## src/rtl/my_buffer_reader.sv

```systemverilog
// Streams committed buffer words to an AXI-style master port.
// Two-cycle buffer reads are credit-limited so the 4-entry FIFO never overflows.
module my_buffer_reader #(
  parameter int AW = 10,
  parameter int DW = 64
) (
  input  logic          clk,
  input  logic          reset_n,
  input  logic          en,
  input  logic [AW-1:0] commit_ptr,
  output logic [AW-1:0] dpra,
  input  logic [DW-1:0] qdpo,
  output logic [DW-1:0] m_tdata,
  output logic          m_tvalid,
  input  logic          m_tready,
  output logic [AW-1:0] rd_ptr,
  output logic          busy
);

  logic [AW-1:0] issue_q, issue_d;
  logic [AW-1:0] rd_q, rd_d;
  logic          v1_q, v2_q;
  logic [2:0]    cnt_q, cnt_d;
  logic [DW-1:0] fifo_q [4];
  logic [DW-1:0] fifo_d [4];
  logic [2:0]    credit;
  logic [2:0]    wr_idx;
  logic          issue, push, pop;

  assign dpra     = issue_q;
  assign rd_ptr   = rd_q;
  assign m_tdata  = fifo_q[0];
  assign m_tvalid = (cnt_q != 3'd0);
  assign busy     = (rd_q != commit_ptr);

  always_comb begin
    credit  = cnt_q + {2'b0, v1_q} + {2'b0, v2_q};
    issue   = en && (issue_q != commit_ptr)
              && (credit < 3'd4);
    push    = v2_q;
    pop     = m_tvalid && m_tready;
    issue_d = issue ? issue_q + AW'(1) : issue_q;
    rd_d    = pop ? rd_q + AW'(1) : rd_q;
    cnt_d   = cnt_q + {2'b0, push} - {2'b0, pop};
    wr_idx  = cnt_q - {2'b0, pop};
    fifo_d  = fifo_q;
    if (pop) begin
      for (int i = 0; i < 3; i++) begin
        fifo_d[i] = fifo_q[i+1];
      end
    end
    // Head slot 0 drives the stream; new words land behind survivors.
    for (int i = 0; i < 4; i++) begin
      if (push && (wr_idx == 3'(i))) begin
        fifo_d[i] = qdpo;
      end
    end
  end

  always_ff @(posedge clk) begin
    if (!reset_n) begin
      issue_q <= '0;
      rd_q    <= '0;
      v1_q    <= 1'b0;
      v2_q    <= 1'b0;
      cnt_q   <= 3'd0;
      for (int i = 0; i < 4; i++) begin
        fifo_q[i] <= '0;
      end
    end else begin
      issue_q <= issue_d;
      rd_q    <= rd_d;
      v1_q    <= issue;
      v2_q    <= v1_q;
      cnt_q   <= cnt_d;
      fifo_q  <= fifo_d;
    end
  end

  always_ff @(posedge clk) begin
    if (reset_n && push && !pop) begin
      assert (cnt_q < 3'd4)
        else $error("my_buffer_reader: fifo overflow");
    end
  end

endmodule

```

## config.mk

```make
export PLATFORM = sky130hd
export DESIGN_NAME = my_buffer_reader
export DESIGN_NICKNAME = d
export VERILOG_FILES = /design/src/rtl/my_buffer_reader.sv
export SDC_FILE = /design/constraint.sdc
export NUM_CORES = 1
export LEC_CHECK = 0
export ABC_CLOCK_PERIOD_IN_PS = 3240
export CORE_AREA = 2 2 231 233
export DETAILED_ROUTE_END_ITERATION = 6
export DIE_AREA = 0 0 233 235
export GPL_ROUTABILITY_DRIVEN = 0
export PLACE_DENSITY = 0.54
export SETUP_SLACK_MARGIN = 0.1
export SYNTH_ARGS = -nofsm -noshare
export SYNTH_HDL_FRONTEND = slang
export SYNTH_SLANG_ARGS = --single-unit
```

## constraint.sdc

```tcl
create_clock -name clk -period 3.24 [get_ports clk]
set_clock_uncertainty 0.1 [all_clocks]
set_input_delay 0.324 -clock clk [delete_from_list [all_inputs] [get_ports clk]]
set_output_delay 0.324 -clock clk [all_outputs]
set_load 0.05 [all_outputs]
```

==> results.py <==
metrics = {
    "critical_path": {
        "critical_path_class": "reg2reg",
        "crit_fanout": 64,
        "end_kind": "register",
        "r2r_start": "cnt_q[0]$_SDFF_PN0_",
        "crit_required_ns": 3.54,
        "arrival_ns": 3.02,
        "r2r_end": "fifo_q[62]$_SDFFE_PN0P_",
        "start_kind": "register",
        "worstRegToRegCells": 9,
        "rrSetupSlack_ns": 0.52,
    },
    "global_route": {
        "grt-busiest-layer": "met2",
        "grt.overflow.total": 0,
        "gr-usage-met1_pct": 16.0,
        "grt_pass1_wl_um": 55100,
        "met2_usage_pct": 19.2,
        "antenna_found_initial": 7,
        "grt_max_degree": 200,
        "grt_pass1_vias": 10500,
        "grt_usage_pct": 12.2,
        "grt_use_met3_pct": 3.23,
    },
    "clock_network": {
        "holdBufCountCts": 0,
        "cts_root_buf": "clkbuf_16",
        "cts_buffers": 36,
        "cts-resized-gates": 0,
        "cts_setup_buffers": 0,
        "clockBufferDepth": 3,
        "clk_pin_slew_ns": 0.06,
        "clkLatencyLatePin_ns": 0.54,
        "cts_tree": "yes",
        "h-tree-depth": 2,
        "clkSinkCount": 281,
    },
    "worst_hold_path": {
        "whs_path_depth": 3,
        "holdPathEnd": "fifo_q[27]$_SDFFE_PN0P_",
        "hp-class": "in2reg",
        "holdCritStartpoint": "qdpo[27]",
    },
    "logic_synthesis": {
        "syn-cell-area_sq_um": 13000,
        "yosys_warnings": 0,
        "synth_top_family_by_area": "simple AND/OR/NAND/NOR gates",
        "synth-simple-area-share_pct": 24.0,
        "synthAdderAreaFrac_pct": 0.829,
        "synth_top_flop_cell": "dfxtp_1",
        "synth_seq_cells": 281,
        "synth_seq_area_share_pct": 43.3,
        "synthArstFlopShare_pct": 0,
        "synthMuxAreaShare_pct": 0.386,
        "synth_nets": 1659,
        "synth.distinct_cells": 46,
        "synth_edf_count": 0,
        "syn_area_per_cell_sq_um": 8.25,
        "synth-xor-area-share_pct": 2.16,
        "netlist_instances": 1573,
        "synth-compound-area-share_pct": 19.4,
    },
    "route": {
        "viasPerCell": 4.62,
        "drtIter0Drc": 699,
        "dr_total_vias": 10700,
        "ant_nets": 0,
        "wl_per_cell_um": 14.5,
        "route.detailed.drc": 0,
        "routed_wl_um": 33700,
        "first_pass_iters": 6,
    },
    "pwr": {
        "switching_share_pct": 33.0,
        "intPower_w": 0.00714,
        "power.switching_w": 0.00352,
        "p_leak_nw": 5.02,
        "irDropWorstVdd_mv": 0.394,
        "pwr-share-comb_pct": 23.5,
        "clockPowerShare_pct": 39.2,
        "powerDensity_nw_per_um2": 673,
        "seq_power_share_pct": 37.3,
    },
    "sta": {
        "setup_violations": 0,
        "slew_headroom_pct": 35.8,
        "tightest_slew_ns": 0.963,
        "tns_ns": 0,
        "grt_setup_unrepaired": "false",
        "clock.fmax_mhz": 368,
        "fin_crit_sh_pct": 84.0,
        "period_needed_ns": 2.72,
        "drv_slew": 0,
        "final_hold_viol_count": 0,
    },
    "floorplanning": {
        "coreArea_sq_um": 52200,
        "die_w_um": 233,
        "die_y_um": 235,
        "fp-row-count": 84,
        "num_io_pins": 164,
        "start_util_pct": 24.8,
        "dieArea_sq_um": 54800,
    },
    "layout": {
        "fin_util_pct": 30.3,
        "fill_cells": 5453,
        "syn2layout_area_growth_pct": 22.0,
        "final_common_cell": "nand2_1",
        "final_cell_mix": "526 x nand2_1, 281 x dfxtp_1, 202 x nor2_1, 163 x clkdlybuf4s50_1, 123 x a311oi_1",
        "fin_nets": 1685,
        "drive_above_1_share_pct": 9.85,
    },
    "placement": {
        "hpwlAfterDp_um": 19800,
        "port_buffers": 163,
    },
    "run": {
        "drv_cap": 0,
    },
    "run_status": {
        "outcome": "complete, no violations",
    },
}
-- cell families (layout without fill, tap and decap cells) --
family / Yosys count / in the layout
adder cells (fa/ha/maj): 8 / 8
AND/OR/NAND/NOR: 777 / 777
buffers and inverters: 201 / 253
other: 0 / 2
AO/OA/AOI/OAI: 269 / 269
XOR/XNOR: 32 / 32
multiplexers: 5 / 5
flip-flops: 281 / 281
-- flip-flops by register name, indices dropped and copies added (netlist names) --
signal	count
fifo_q	192
m_tdata	64
dpra	10
rd_ptr	10
cnt_q	3
push	1
v1_q	1
-- cells in the mapped netlist (2+ instances only) --
library cell / number / area (sq um)
or3_1: 3 / 18.8
and3_1: 2 / 12.5
and4_1: 3 / 26.3
buf_2: 48 / 240
and2_1: 4 / 25.0
nor2_1: 202 / 758
inv_1: 6 / 22.5
xnor2_1: 15 / 131
a311oi_2: 69 / 1040
or4_1: 3 / 22.5
ha_1: 7 / 87.6
nand4_1: 6 / 37.5
clkbuf_1: 34 / 128
nand3_1: 7 / 35.0
mux2i_1: 5 / 50.1
nor4_1: 2 / 12.5
a311oi_1: 123 / 1080
o31ai_1: 4 / 30.0
nand2_1: 526 / 1970
dfxtp_1: 281 / 5630
buf_6: 15 / 169
nand2b_1: 4 / 25.0
nand3b_2: 2 / 22.5
xor2_1: 17 / 149
a21oi_1: 70 / 350
buf_4: 95 / 713
-- metal layers --
layer / wire length [um] / up-vias
li1: - / 5348
met5: 63 / -
met3: 1760 / 61
met1: 16100 / 5096
met2: 15000 / 184
met4: 760 / 10
-- stage by stage --
stage                     std cells  setup slack [ns]  cell area, sq um  total power, W  hold WS [ns]
after floorplan                1573             0.352             13000         0.00604         0.330
after global routing           2315             0.369             15800          0.0112         0.341
after CTS                      2313             0.487             15800          0.0108         0.288
final                          2315             0.519             15800          0.0107         0.334
after detailed placement       2249             0.429             14600         0.00659         0.342
after global placement         2249             0.452             14600         0.00656         0.341
-- power groups by stage --
stage | clock network, W | registers [W] | logic [W]
final | 0.00418 | 0.00398 | 0.00251
after global routing | 0.00446 | 0.00402 | 0.00271
after CTS | 0.00432 | 0.00398 | 0.00254
after detailed placement | 0 | 0.00405 | 0.00254
after global placement | 0 | 0.00405 | 0.00251
after floorplan | 0 | 0.00404 | 0.00200
-- final cells by class --
type	instances	area, sq um	share of cell area (%)
multi-input cells	1091	6100	38.5
well taps	688	861	5.43
clock inverters	12	180	1.14
inverters	7	38.8	0.245
flip-flops and latches	281	5630	35.5
clock buffers	52	1050	6.64
diodes	2	5.00	0.0316
repair buffers	182	1970	12.5
-- worst max-delay path, cell delays in order, from the launching register on --
cell	delay, ns
dfxtp_1	0.34
or3_4	0.43
nand2_8	0.10
inv_6	0.04
ha_1	0.17
ha_1	0.41
or3_2	0.55
buf_12	0.24
nand2_1	0.11
a21oi_1	0.06
-- worst max-delay path by stage --
stage	startpoint	endpoint	slack, ns	depth (start not counted)
final	cnt_q[0]$_SDFF_PN0_	fifo_q[62]$_SDFFE_PN0P_	0.52	9
after CTS	rd_ptr[6]$_SDFFE_PN0P_	busy	0.49	4
after floorplan	cnt_q[0]$_SDFF_PN0_	fifo_q[10]$_SDFFE_PN0P_	0.35	14
after global routing	rd_ptr[2]$_SDFFE_PN0P_	busy	0.37	4
after global placement	m_tready	fifo_q[63]$_SDFFE_PN0P_	0.45	11
after detailed placement	m_tready	fifo_q[20]$_SDFFE_PN0P_	0.43	11
Power figures use the tool's default switching activity.
